### src/rtl/uart_pkg.sv
// ---------------------------------------------------------------------------
// uart_pkg
// Definitions shared by the UART transmitter and its baud generator:
//   state_t              - transmitter FSM state encoding
//   DEFAULT_WIDTH        - data bits per frame
//   DEFAULT_CLKS_PER_BIT - clocks per serial bit (50 MHz / 115200 baud)
//   FRAME_BITS           - bit slots per 8N1 frame (start + data + stop)
// ---------------------------------------------------------------------------
package uart_pkg;

   typedef enum logic [1:0] {
      IDLE  = 2'd0,
      START = 2'd1,
      DATA  = 2'd2,
      STOP  = 2'd3
   } state_t;

   localparam int DEFAULT_WIDTH        = 8;
   localparam int DEFAULT_CLKS_PER_BIT = 434;

   // One start bit, DEFAULT_WIDTH data bits, one stop bit.
   localparam int FRAME_BITS = DEFAULT_WIDTH + 2;

endpackage

### src/rtl/uart_baud_gen.sv
// ---------------------------------------------------------------------------
// uart_baud_gen
// Bit-period counter for the UART transmitter. Counts 0..CLKS_PER_BIT-1 and
// wraps; tick marks the last clock of every bit period.
// Ports:
//   clk   - system clock
//   reset - synchronous, active-high reset
//   clear - holds the counter at 0 (used while the transmitter is idle)
//   tick  - high during the final cycle of each bit period
// ---------------------------------------------------------------------------
module uart_baud_gen
   import uart_pkg::*;
#(
   parameter int CLKS_PER_BIT = DEFAULT_CLKS_PER_BIT
) (
   input  logic clk,
   input  logic reset,
   input  logic clear,
   output logic tick
);

   localparam int CNT_W = $clog2(CLKS_PER_BIT);
   localparam logic [CNT_W-1:0] LAST = CNT_W'(CLKS_PER_BIT - 1);

   logic [CNT_W-1:0] count;

   // tick depends only on the counter register; clear never gates it, so
   // it adds no combinational path from the transmitter's inputs.
   assign tick = (count == LAST);

   // NOTE: sequential state is always written with <= so every flop samples
   // the pre-edge value of every other flop, independent of block order.
   always_ff @(posedge clk) begin
      if (reset || clear) begin
         count <= '0;
      end else if (tick) begin
         count <= '0;
      end else begin
         count <= count + CNT_W'(1);
      end
   end

endmodule

### src/rtl/uart_tx.sv
// ---------------------------------------------------------------------------
// uart_tx
// 8N1 serial transmitter: accepts one word per valid/ready handshake and
// sends start bit, data LSB first, then one stop bit.
// Ports:
//   clk      - system clock, all state changes on its rising edge
//   reset    - synchronous, active-high reset; aborts any frame in flight
//   tx_data  - word to send, sampled only on the handshake edge
//   tx_valid - requester has a word on tx_data
//   tx_ready - block can accept a word (high only in IDLE)
//   tx       - registered serial line, idle-high
//   busy     - frame in progress, always ~tx_ready
// ---------------------------------------------------------------------------
module uart_tx
   import uart_pkg::*;
#(
   parameter int WIDTH        = DEFAULT_WIDTH,
   parameter int CLKS_PER_BIT = DEFAULT_CLKS_PER_BIT
) (
   input  logic             clk,
   input  logic             reset,
   input  logic [WIDTH-1:0] tx_data,
   input  logic             tx_valid,
   output logic             tx_ready,
   output logic             tx,
   output logic             busy
);

   // One extra bit so the index can step past the last data bit.
   localparam int BIT_W = $clog2(WIDTH) + 1;
   localparam logic [BIT_W-1:0] LAST_BIT = BIT_W'(WIDTH - 1);

   state_t           state;
   logic [WIDTH-1:0] shift_reg;
   logic [WIDTH-1:0] shift_next;
   logic [BIT_W-1:0] bit_idx;
   logic             tick;

   uart_baud_gen #(
      .CLKS_PER_BIT(CLKS_PER_BIT)
   ) u_baud_gen (
      .clk  (clk),
      .reset(reset),
      .clear(state == IDLE),
      .tick (tick)
   );

   assign shift_next = shift_reg >> 1;

   // Handshake outputs are pure decodes of the state register.
   assign tx_ready = (state == IDLE);
   assign busy     = (state != IDLE);

   // tx is loaded with the value for the coming bit slot on the same edge
   // that changes state, so the line is a flop output and moves in step
   // with the FSM.
   always_ff @(posedge clk) begin
      if (reset) begin
         state     <= IDLE;
         tx        <= 1'b1;
         // NOTE: the shift register is a single word of datapath, not a
         // memory array, so it is cleared on reset to keep it free of X.
         shift_reg <= '0;
         bit_idx   <= '0;
      end else begin
         case (state)
            IDLE: begin
               tx <= 1'b1;
               if (tx_valid) begin
                  shift_reg <= tx_data;
                  bit_idx   <= '0;
                  tx        <= 1'b0;
                  state     <= START;
               end
            end

            START: begin
               if (tick) begin
                  tx    <= shift_reg[0];
                  state <= DATA;
               end
            end

            DATA: begin
               if (tick) begin
                  shift_reg <= shift_next;
                  bit_idx   <= bit_idx + BIT_W'(1);
                  if (bit_idx == LAST_BIT) begin
                     tx    <= 1'b1;
                     state <= STOP;
                  end else begin
                     tx <= shift_next[0];
                  end
               end
            end

            STOP: begin
               tx <= 1'b1;
               if (tick) begin
                  state <= IDLE;
               end
            end

            default: begin
               tx    <= 1'b1;
               state <= IDLE;
            end
         endcase
      end
   end

endmodule
### config.mk
export PLATFORM = sky130hd
export DESIGN_NAME = uart_tx
export DESIGN_NICKNAME = d
export VERILOG_FILES = /design/src/rtl/uart_pkg.sv /design/src/rtl/uart_baud_gen.sv /design/src/rtl/uart_tx.sv
export SDC_FILE = /design/constraint.sdc
export NUM_CORES = 1
export LEC_CHECK = 0
export BUFFER_PORTS_ARGS = -buffer_cell sky130_fd_sc_hd__clkbuf_2
export CORE_ASPECT_RATIO = 1.1
export CORE_MARGIN = 2
export CORE_UTILIZATION = 45
export DETAILED_ROUTE_END_ITERATION = 10
export PLACE_DENSITY_LB_ADDON = 0.05
export SLEW_MARGIN = 0
export SYNTH_ARGS = -nofsm -noshare
export SYNTH_HDL_FRONTEND = slang
export SYNTH_SLANG_ARGS = --single-unit
### constraint.sdc
create_clock -name clk -period 3.3 [get_ports clk]
set_input_delay 0.33 -clock clk [delete_from_list [all_inputs] [get_ports clk]]
set_output_delay 0.33 -clock clk [all_outputs]
set_load 0.01 [all_outputs]
After elaboration in Yosys (flattened, before gate mapping)
Index checks and enable logic that the tools add are counted.
{ "word_totals": {"ram_bits": 0, "word_cells": 42, "memories": 0, "in_bits": 11, "register_bits": 24, "mem_bits_ro": 0, "latchBits": 0} }
{ "classes": {"bitwise_logic": 0, "order_cmp": 0, "div": 0, "multipliers": 0, "n_addsub": 2, "shift": 0, "eq_ne": 10, "n_reduce_logical": 8, "mux": 17} }
{ "op_table": {"columns": ["op", "count"], "rows": [
  ["$mux 8", 2],
  ["$pmux 8 s2", 1],
  ["$mux 2", 5],
  ["$ne 2x2->1 const B", 5],
  ["$add 9x1->9 const B", 1],
  ["$eq 9x9->1 const B", 1],
  ["$mux 4", 2],
  ["$pmux 2 s4", 1],
  ["$pmux 4 s2", 1],
  ["$reduce_and 5->1", 1],
  ["$add 4x1->4 const B", 1],
  ["$eq 2x2->1 const B", 2],
  ["$eq 4x3->1 const B", 1],
  ["$mux 1", 4],
  ["$pmux 1 s4", 1],
  ["$reduce_bool 2->1", 2],
  ["$reduce_and 3->1", 1],
  ["$eq 2x1->1 const B", 1],
  ["$logic_not 2->1", 1],
  ["$reduce_and 2->1", 1],
  ["$reduce_or 2->1", 1],
  ["$logic_or 1x1->1", 1]
]} }

Longest topological paths before layout
Gate-level depths: netlist (run 1).
{ "logic_depth": {"ltp_word": 4, "ltp_mapped": 7, "depth_no_buf": 6} }

Hierarchy
Synthesis (run 1) repeated with hierarchy kept, for this count alone.
{ "hier_totals": {"hier_cells": 131, "area_unflattened_um2": 1207.4} }
{ "modules_own_cells": {"columns": ["module", "area_each_um2", "cells_per_inst", "n_inst"], "rows": [
  ["uart_tx", 793.3, 85, 1],
  ["uart_baud_gen", 414.1, 46, 1]
]} }

Least setup slack after synthesis (run 1)
Ideal clock, no wire load.
{ "synth_path": {"path_type": "register to register", "startpoint": "reg state[0]", "endpoint": "reg bit_idx[1]", "arrival_ns": 1.566, "stages_incl_launch_ff": 7, "path_buffers": 1, "slack_ns": 1.615, "cell_sequence": "dfxtp_1 > inv_1 > ha_1 > mux2_2 > and2_1 > buf_4 > o221a_2"} }
{ "synth_via": {"elab_chain_cells": 3} }
{ "synth_rtl": {"columns": ["element", "line", "text"], "rows": [
  ["start: declaration", "uart_tx.sv:33", "state_t state;"],
  ["start signal: assignment", "uart_tx.sv:59", "state <= IDLE;"],
  ["start signal: assignment", "uart_tx.sv:73", "state <= START;"],
  ["start signal: assignment", "uart_tx.sv:80", "state <= DATA;"],
  ["$logic_not 2->1 (*)", null, null],
  ["via tx_ready", "uart_tx.sv:24", "output logic tx_ready,"],
  ["$ne 2x2->1 (no line) / $reduce_bool 2->1 (equally long branches)", null, null],
  ["$reduce_and 3->1 (no line)", null, null],
  ["end signal: assignment", "uart_tx.sv:87", "bit_idx <= bit_idx + BIT_W'(1);"],
  ["end: declaration", "uart_tx.sv:36", "logic [BIT_W-1:0] bit_idx;"]
]} }
The timed path passes the listed nets; every way through them passes the cells marked *.
A chain may end at the register's enable or synchronous reset.

Final worst setup path (run 1)
{ "layout_path": {"startpoint": "reg state[0]", "endpoint": "reg bit_idx[3]"} }
{ "layout_via": {"elab_chain_cells": 3} }
{ "layout_rtl": {"columns": ["element", "line", "text"], "rows": [
  ["$eq 2x2->1 / $logic_not 2->1 (equally long branches)", "uart_tx.sv:66", "case (state)"],
  ["$ne 2x2->1 (no line) / $reduce_bool 2->1 (equally long branches)", null, null],
  ["$reduce_and 3->1 (no line)", null, null]
]} }
Parallel ways exist; a longest one is shown, timed or not.

==> results.py, run 1 <==
metrics = {
    "status": {
        "status": "complete, no violations",
    },
    "floorplanning": {
        "core_area_mm2": 0.00254,
        "ios": 14,
        "fp-row-count": 19,
        "start_util_pct": 47.8,
        "die_height_um": 58.5,
        "die-area_mm2": 0.00313,
        "die_x_um": 53.6,
    },
    "drt": {
        "ant_nets": 0,
        "dr.pass1.iters": 4,
        "drt_iter0_drc": 23,
        "vias": 985,
        "wirelength_um": 2320,
        "wl_per_cell_um": 13.0,
        "vias_per_cell": 5.53,
        "remaining_drc_errors": 0,
    },
    "synth": {
        "syn_inst": 134,
        "syn_nets": 153,
        "synth_cell_types": 34,
        "synth-seq-cells": 24,
        "ys_warn_count": 0,
        "async_reset_ff_share_pct": 0,
        "syn-cell-area_mm2": 0.00122,
        "synth_edf_count": 0,
        "synth-main-ff-cell": "dfxtp_1",
        "yosysSeqAreaShare_pct": 39.5,
        "postSynthAreaPerCell_um2": 9.08,
    },
    "global_route": {
        "grt_pass1_wl_um": 4100,
        "grtUsageTotal_pct": 17.6,
        "grt_pass1_vias": 923,
        "grt_start_max_net_pins": 15,
        "grt-ovfl-total": 0,
        "antenna_found_initial": 0,
    },
    "critical_path": {
        "startpoint": "state[0]$_SDFFE_PP0P_",
        "crit_required_ns": 3.54,
        "r2r_cells": 6,
        "critical_path_class": "flip-flop to flip-flop",
        "arrival_ns": 2.41,
        "r2r_start": "state[0]$_SDFFE_PP0P_",
        "crit_fanout": 14,
        "worst_setup_path_end_kind": "flip-flop",
        "reg2reg_setup_slack_ns": 1.13,
        "start_kind": "flip-flop",
        "crit_end": "bit_idx[3]$_SDFFE_PP0P_",
        "rr_endpoint": "bit_idx[3]$_SDFFE_PP0P_",
    },
    "power_and_ir_drop": {
        "leakage_uw": 0.000507,
        "swShare_pct": 36.4,
        "p_comb_share_pct": 39.4,
        "powerDensity_mw_per_mm2": 667,
        "clockPowerShare_pct": 17.2,
        "seqPwrFrac_pct": 43.4,
        "p_int_uw": 567,
        "total_power_uw": 891,
        "peakVddDrop_v": 0.000434,
        "power.switching_uw": 324,
    },
    "sta": {
        "finalCriticalPeriod_ns": 2.17,
        "worst_slew_pin_slew_ns": 0.652,
        "rsz0062_at_grt": "false",
        "fmax_mhz": 461,
        "finalHoldViolations": 0,
        "slew_headroom_pct": 56.5,
        "finClkSkew_ns": 0.0109,
        "setup_viol": 0,
        "timing.final.ws_setup_ns": 1.13,
        "timing.final.max_slew_violations": 0,
        "fin_tns_setup_ns": 0,
        "whs_ns": 0.296,
        "min_period_over_period_pct": 65.8,
    },
    "clock_network": {
        "h-tree-depth": 1,
        "clk_path_buf_depth": 2,
        "cts_buffers": 3,
        "cts_hold_buf": 0,
        "cts_tree": "done",
        "cts_resized": 0,
        "clock-sinks": 24,
        "clk_pin_slew_ns": 0.13,
        "root_buffer": "clkbuf_4",
        "postCtsSetupRepairBufs": 0,
        "clk_latency_ns": 0.31,
    },
    "placed_design": {
        "hpwlAfterDp_um": 1730,
        "portBuffers": 13,
        "place_ws_ns": 1.18,
        "place_congestion": 0.737,
    },
    "layout": {
        "final_layout_size_suffix_gt1_share_pct": 14.3,
        "largest_register_ffs": 9,
        "finalNetCount": 167,
        "area_growth_pct": 9.88,
        "diodes": 0,
    },
    "hold_path": {
        "hold_class": "input port to flip-flop",
    },
    "run": {
        "cap_violations": 0,
    },
}
-- cells by family after synthesis --
kind of cell    share of synthesized area (%)
fa+ha+maj                                8.23
compound gates                           16.5
xor+xnor                                 5.04
flops                                    39.5
buf+inv                                  3.81
simple gates                             19.4
mux                                      7.51
-- worst max-delay path, cell delays in order, from the launching register on --
cell	delay (ns)
dfxtp_1	0.35
inv_1	0.11
ha_1	0.59
mux2_2	0.45
nand4_1	0.14
or3_1	0.31
a21oi_1	0.14
-- routing by layer --
layer	GRT usage (%)	up-vias	wire length (um)
met5	0	-	0
met2	25.2	14	1020
met3	2.54	4	60
met1	26.6	457	1200
li1	-	510	-
met4	6.59	0	34
-- synthesized netlist by cell type, drive strengths merged, types with 2 or more instances --
cell type,instances,share of area (%)
nor2,14,4.3
and3,2,1.0
nand2,9,2.8
buf,2,1.0
ha,8,8.2
a21oi,12,4.9
a211oi,8,4.9
xor2,3,2.2
o21ai,4,2.0
mux2i,8,6.6
nand3b,2,1.2
clkbuf,2,0.62
nand4,2,1.0
xnor2,4,2.9
or3,3,1.5
nand3,5,2.1
dfxtp,24,40
and2,2,1.0
inv,7,2.2
-- power groups by stage --
stage / clock (uW) / sequential (uW) / combinational, uW
global placement: 0 / 393 / 346
global route: 177 / 395 / 405
CTS: 162 / 387 / 354
detailed placement: 0 / 393 / 351
floorplan: 0 / 388 / 280
finish: 153 / 386 / 351
-- cells in the final DEF, fill, tap and decap left out, drive strengths merged, types with 2 or more instances in the layout --
master,instances
a211oi,8
a21oi,12
and2,2
and3,2
clkbuf,17
dfxtp,24
ha,8
inv,7
mux2i,8
nand2,9
nand3,5
nand3b,2
nand4,2
nor2,14
o21ai,4
or3,3
xnor2,4
xor2,3
-- worst min path at each step --
stage                                   startpoint                        endpoint  slack [ns]  cells after the start
CTS                                     tx_data[7]       shift_reg[7]$_SDFFE_PP0P_        0.31                      3
floorplan           u_baud_gen.count[0]$_SDFF_PP0_  u_baud_gen.count[0]$_SDFF_PP0_        0.43                      1
global route                            tx_data[7]       shift_reg[7]$_SDFFE_PP0P_        0.29                      3
finish                                  tx_data[7]       shift_reg[7]$_SDFFE_PP0P_        0.30                      3
global placement    u_baud_gen.count[0]$_SDFF_PP0_  u_baud_gen.count[0]$_SDFF_PP0_        0.44                      1
detailed placement  u_baud_gen.count[0]$_SDFF_PP0_  u_baud_gen.count[0]$_SDFF_PP0_        0.45                      1
-- area by class of cell --
cell class	count	area, um2
sequential	24	480
fill	244	1210
multi-input combinational	99	689
inverter	7	26.3
tap	31	38.8
clock buffer	4	36.3
timing repair buffer	13	65.1
-- metrics by stage --
stage,util [%],area (um2),cells
3_3_place_gp,51.1,1300,174
4_1_cts,52.5,1340,178
3_5_place_dp,51.1,1300,174
5_1_grt,52.5,1340,178
2_1_floorplan,-,1220,134
6_report,52.5,1340,178
No activity file was read; power rests on OpenSTA's default activity.
==> run 2: changes to the inputs <==
==> constraint.sdc (replaced) <==
create_clock -name clk -period 2.2 [get_ports clk]
set_input_delay 0.22 -clock clk [delete_from_list [all_inputs] [get_ports clk]]
set_output_delay 0.22 -clock clk [all_outputs]
set_load 0.01 [all_outputs]
==> run 2 against run 1 <==
  * Final cell count grew 0.56%
  * Final area grew 0.56%
  * Worst hold slack lost 0.17 ns
  * Sequential share of layout area shrank 0.20 points
  * Via count grew 0.91%
  * Die area is the same
  * Total power grew 52%
  * Sequential cell count is the same
  * First-iteration DRC count shrank 4.3%
  * Critical path type unchanged
  * Critical endpoint is now state[0]$_SDFFE_PP0P_
==> results.py, run 2 (synthesis gave the netlist of run 1 again) <==
metrics = {
    "layout": {
        "fillCellCount": 238,
        "final_core_util_pct": 52.8,
        "diodes": 0,
        "fin_area_mm2": 0.00134,
        "layout_common_cells": "24 x dfxtp_1, 14 x nor2_1, 13 x clkbuf_2",
        "final_layout_size_suffix_gt1_share_pct": 14.9,
        "final_cells": 179,
        "largest_register_ffs": 9,
        "mostFrequentLayoutCell": "dfxtp_1",
        "area_growth_pct": 10.5,
        "finalNetCount": 168,
    },
    "hold_path": {
        "holdPathEnd": "shift_reg[7]$_SDFFE_PP0P_",
        "hold_class": "input port to flip-flop",
        "hold_depth": 3,
        "hp-start": "tx_data[7]",
    },
    "floorplanning": {
        "ios": 14,
        "die_height_um": 58.5,
        "fp-row-count": 19,
        "die-area_mm2": 0.00313,
        "die_x_um": 53.6,
        "core_area_mm2": 0.00254,
        "start_util_pct": 47.8,
    },
    "sta": {
        "finalCriticalPeriod_ns": 1.88,
        "finalHoldViolations": 0,
        "fmax_mhz": 533,
        "worst_slew_pin_slew_ns": 0.448,
        "setup_viol": 0,
        "slew_headroom_pct": 69.4,
        "fin_tns_setup_ns": 0,
        "timing.final.max_slew_violations": 0,
        "min_period_over_period_pct": 85.3,
        "finClkSkew_ns": 0.00902,
        "rsz0062_at_grt": "false",
    },
    "global_route": {
        "grt-ovfl-total": 0,
        "grtUsageTotal_pct": 17.6,
        "grt_pass1_wl_um": 4130,
        "grt_start_max_net_pins": 14,
        "antenna_found_initial": 0,
        "grt_pass1_vias": 981,
    },
    "clock_network": {
        "cts_buffers": 3,
        "cts_resized": 0,
        "clk_pin_slew_ns": 0.14,
        "clk_latency_ns": 0.31,
        "clock-sinks": 24,
        "h-tree-depth": 1,
        "cts_tree": "done",
        "clk_path_buf_depth": 2,
        "root_buffer": "clkbuf_4",
        "postCtsSetupRepairBufs": 0,
        "cts_hold_buf": 0,
    },
    "critical_path": {
        "reg2reg_setup_slack_ns": 0.32,
        "r2r_cells": 5,
        "crit_fanout": 7,
        "r2r_start": "state[0]$_SDFFE_PP0P_",
        "crit_required_ns": 2.40,
        "arrival_ns": 2.07,
        "critical_path_class": "flip-flop to flip-flop",
        "rr_endpoint": "state[0]$_SDFFE_PP0P_",
        "worst_setup_path_end_kind": "flip-flop",
        "start_kind": "flip-flop",
    },
    "drt": {
        "remaining_drc_errors": 0,
        "dr.pass1.iters": 4,
        "vias_per_cell": 5.55,
        "ant_nets": 0,
        "drt_iter0_drc": 22,
        "wl_per_cell_um": 13.1,
        "wirelength_um": 2350,
        "vias": 994,
    },
    "placed_design": {
        "portBuffers": 13,
        "place_congestion": 0.760,
        "place_inst": 175,
        "postPlaceCellArea_mm2": 0.00131,
        "hpwlAfterDp_um": 1810,
    },
    "status": {
        "status": "complete, no violations",
    },
    "power_and_ir_drop": {
        "total_power_uw": 1350,
        "leakage_uw": 0.000513,
        "peakVddDrop_v": 0.000627,
        "powerDensity_mw_per_mm2": 1010,
    },
    "run": {
        "cap_violations": 0,
    },
}
==> run 2: critical path, cell delays in order, from the launching register on <==
cell and delay, ns:
dfxtp_1 0.40, inv_1 0.11, ha_1 0.28, or3_1 0.39, a2111oi_0 0.49, a211oi_1 0.09
==> run 2: final cells by class <==
type                    count  area (um2)  share of cell area [%]
clock buffers               4        36.3                    2.70
repair buffers             14        72.6                    5.40
multi-input cells          99         689                    51.3
well taps                  31        38.8                    2.89
flip-flops and latches     24         480                    35.8
inverters                   7        26.3                    1.96
==> run 2: power by group <==
| group | switching (uW) | internal [uW] |
|---|---|---|
| logic | 305 | 230 |
| registers | 62.7 | 523 |
| clock network | 132 | 101 |
==> run 2: worst max-delay path by stage <==
stage / startpoint / to / slack, ns / depth (start not counted)
final: state[0]$_SDFFE_PP0P_ / state[0]$_SDFFE_PP0P_ / 0.32 / 5
after global routing: state[0]$_SDFFE_PP0P_ / bit_idx[3]$_SDFFE_PP0P_ / 0.24 / 6
after CTS: state[0]$_SDFFE_PP0P_ / state[0]$_SDFFE_PP0P_ / 0.34 / 5
after detailed placement: state[0]$_SDFFE_PP0P_ / state[0]$_SDFFE_PP0P_ / 0.35 / 5
after global placement: state[0]$_SDFFE_PP0P_ / state[0]$_SDFFE_PP0P_ / 0.44 / 5
after floorplan: state[0]$_SDFFE_PP0P_ / bit_idx[1]$_SDFFE_PP0P_ / 0.52 / 6
==> run 2: per-stage QoR <==
| stage | hold WS (ns) | worst slack (ns) |
|---|---|---|
| floorplan | 0.359 | 0.515 |
| CTS | 0.130 | 0.335 |
| global placement | 0.442 | 0.439 |
| detailed placement | 0.453 | 0.354 |
| global route | 0.120 | 0.244 |
| finish | 0.130 | 0.324 |
==> run 2: per-layer routing <==
layer  share of wire, %  vias to the layer above  wire length, um  track usage, %
met3                2.6                        2               60            2.28
met5                  0                        -                0               0
met1                 51                      461             1190            24.0
met4               0.72                        0               17            6.59
met2                 46                       15             1080            28.0
li1                   -                      516                -               -
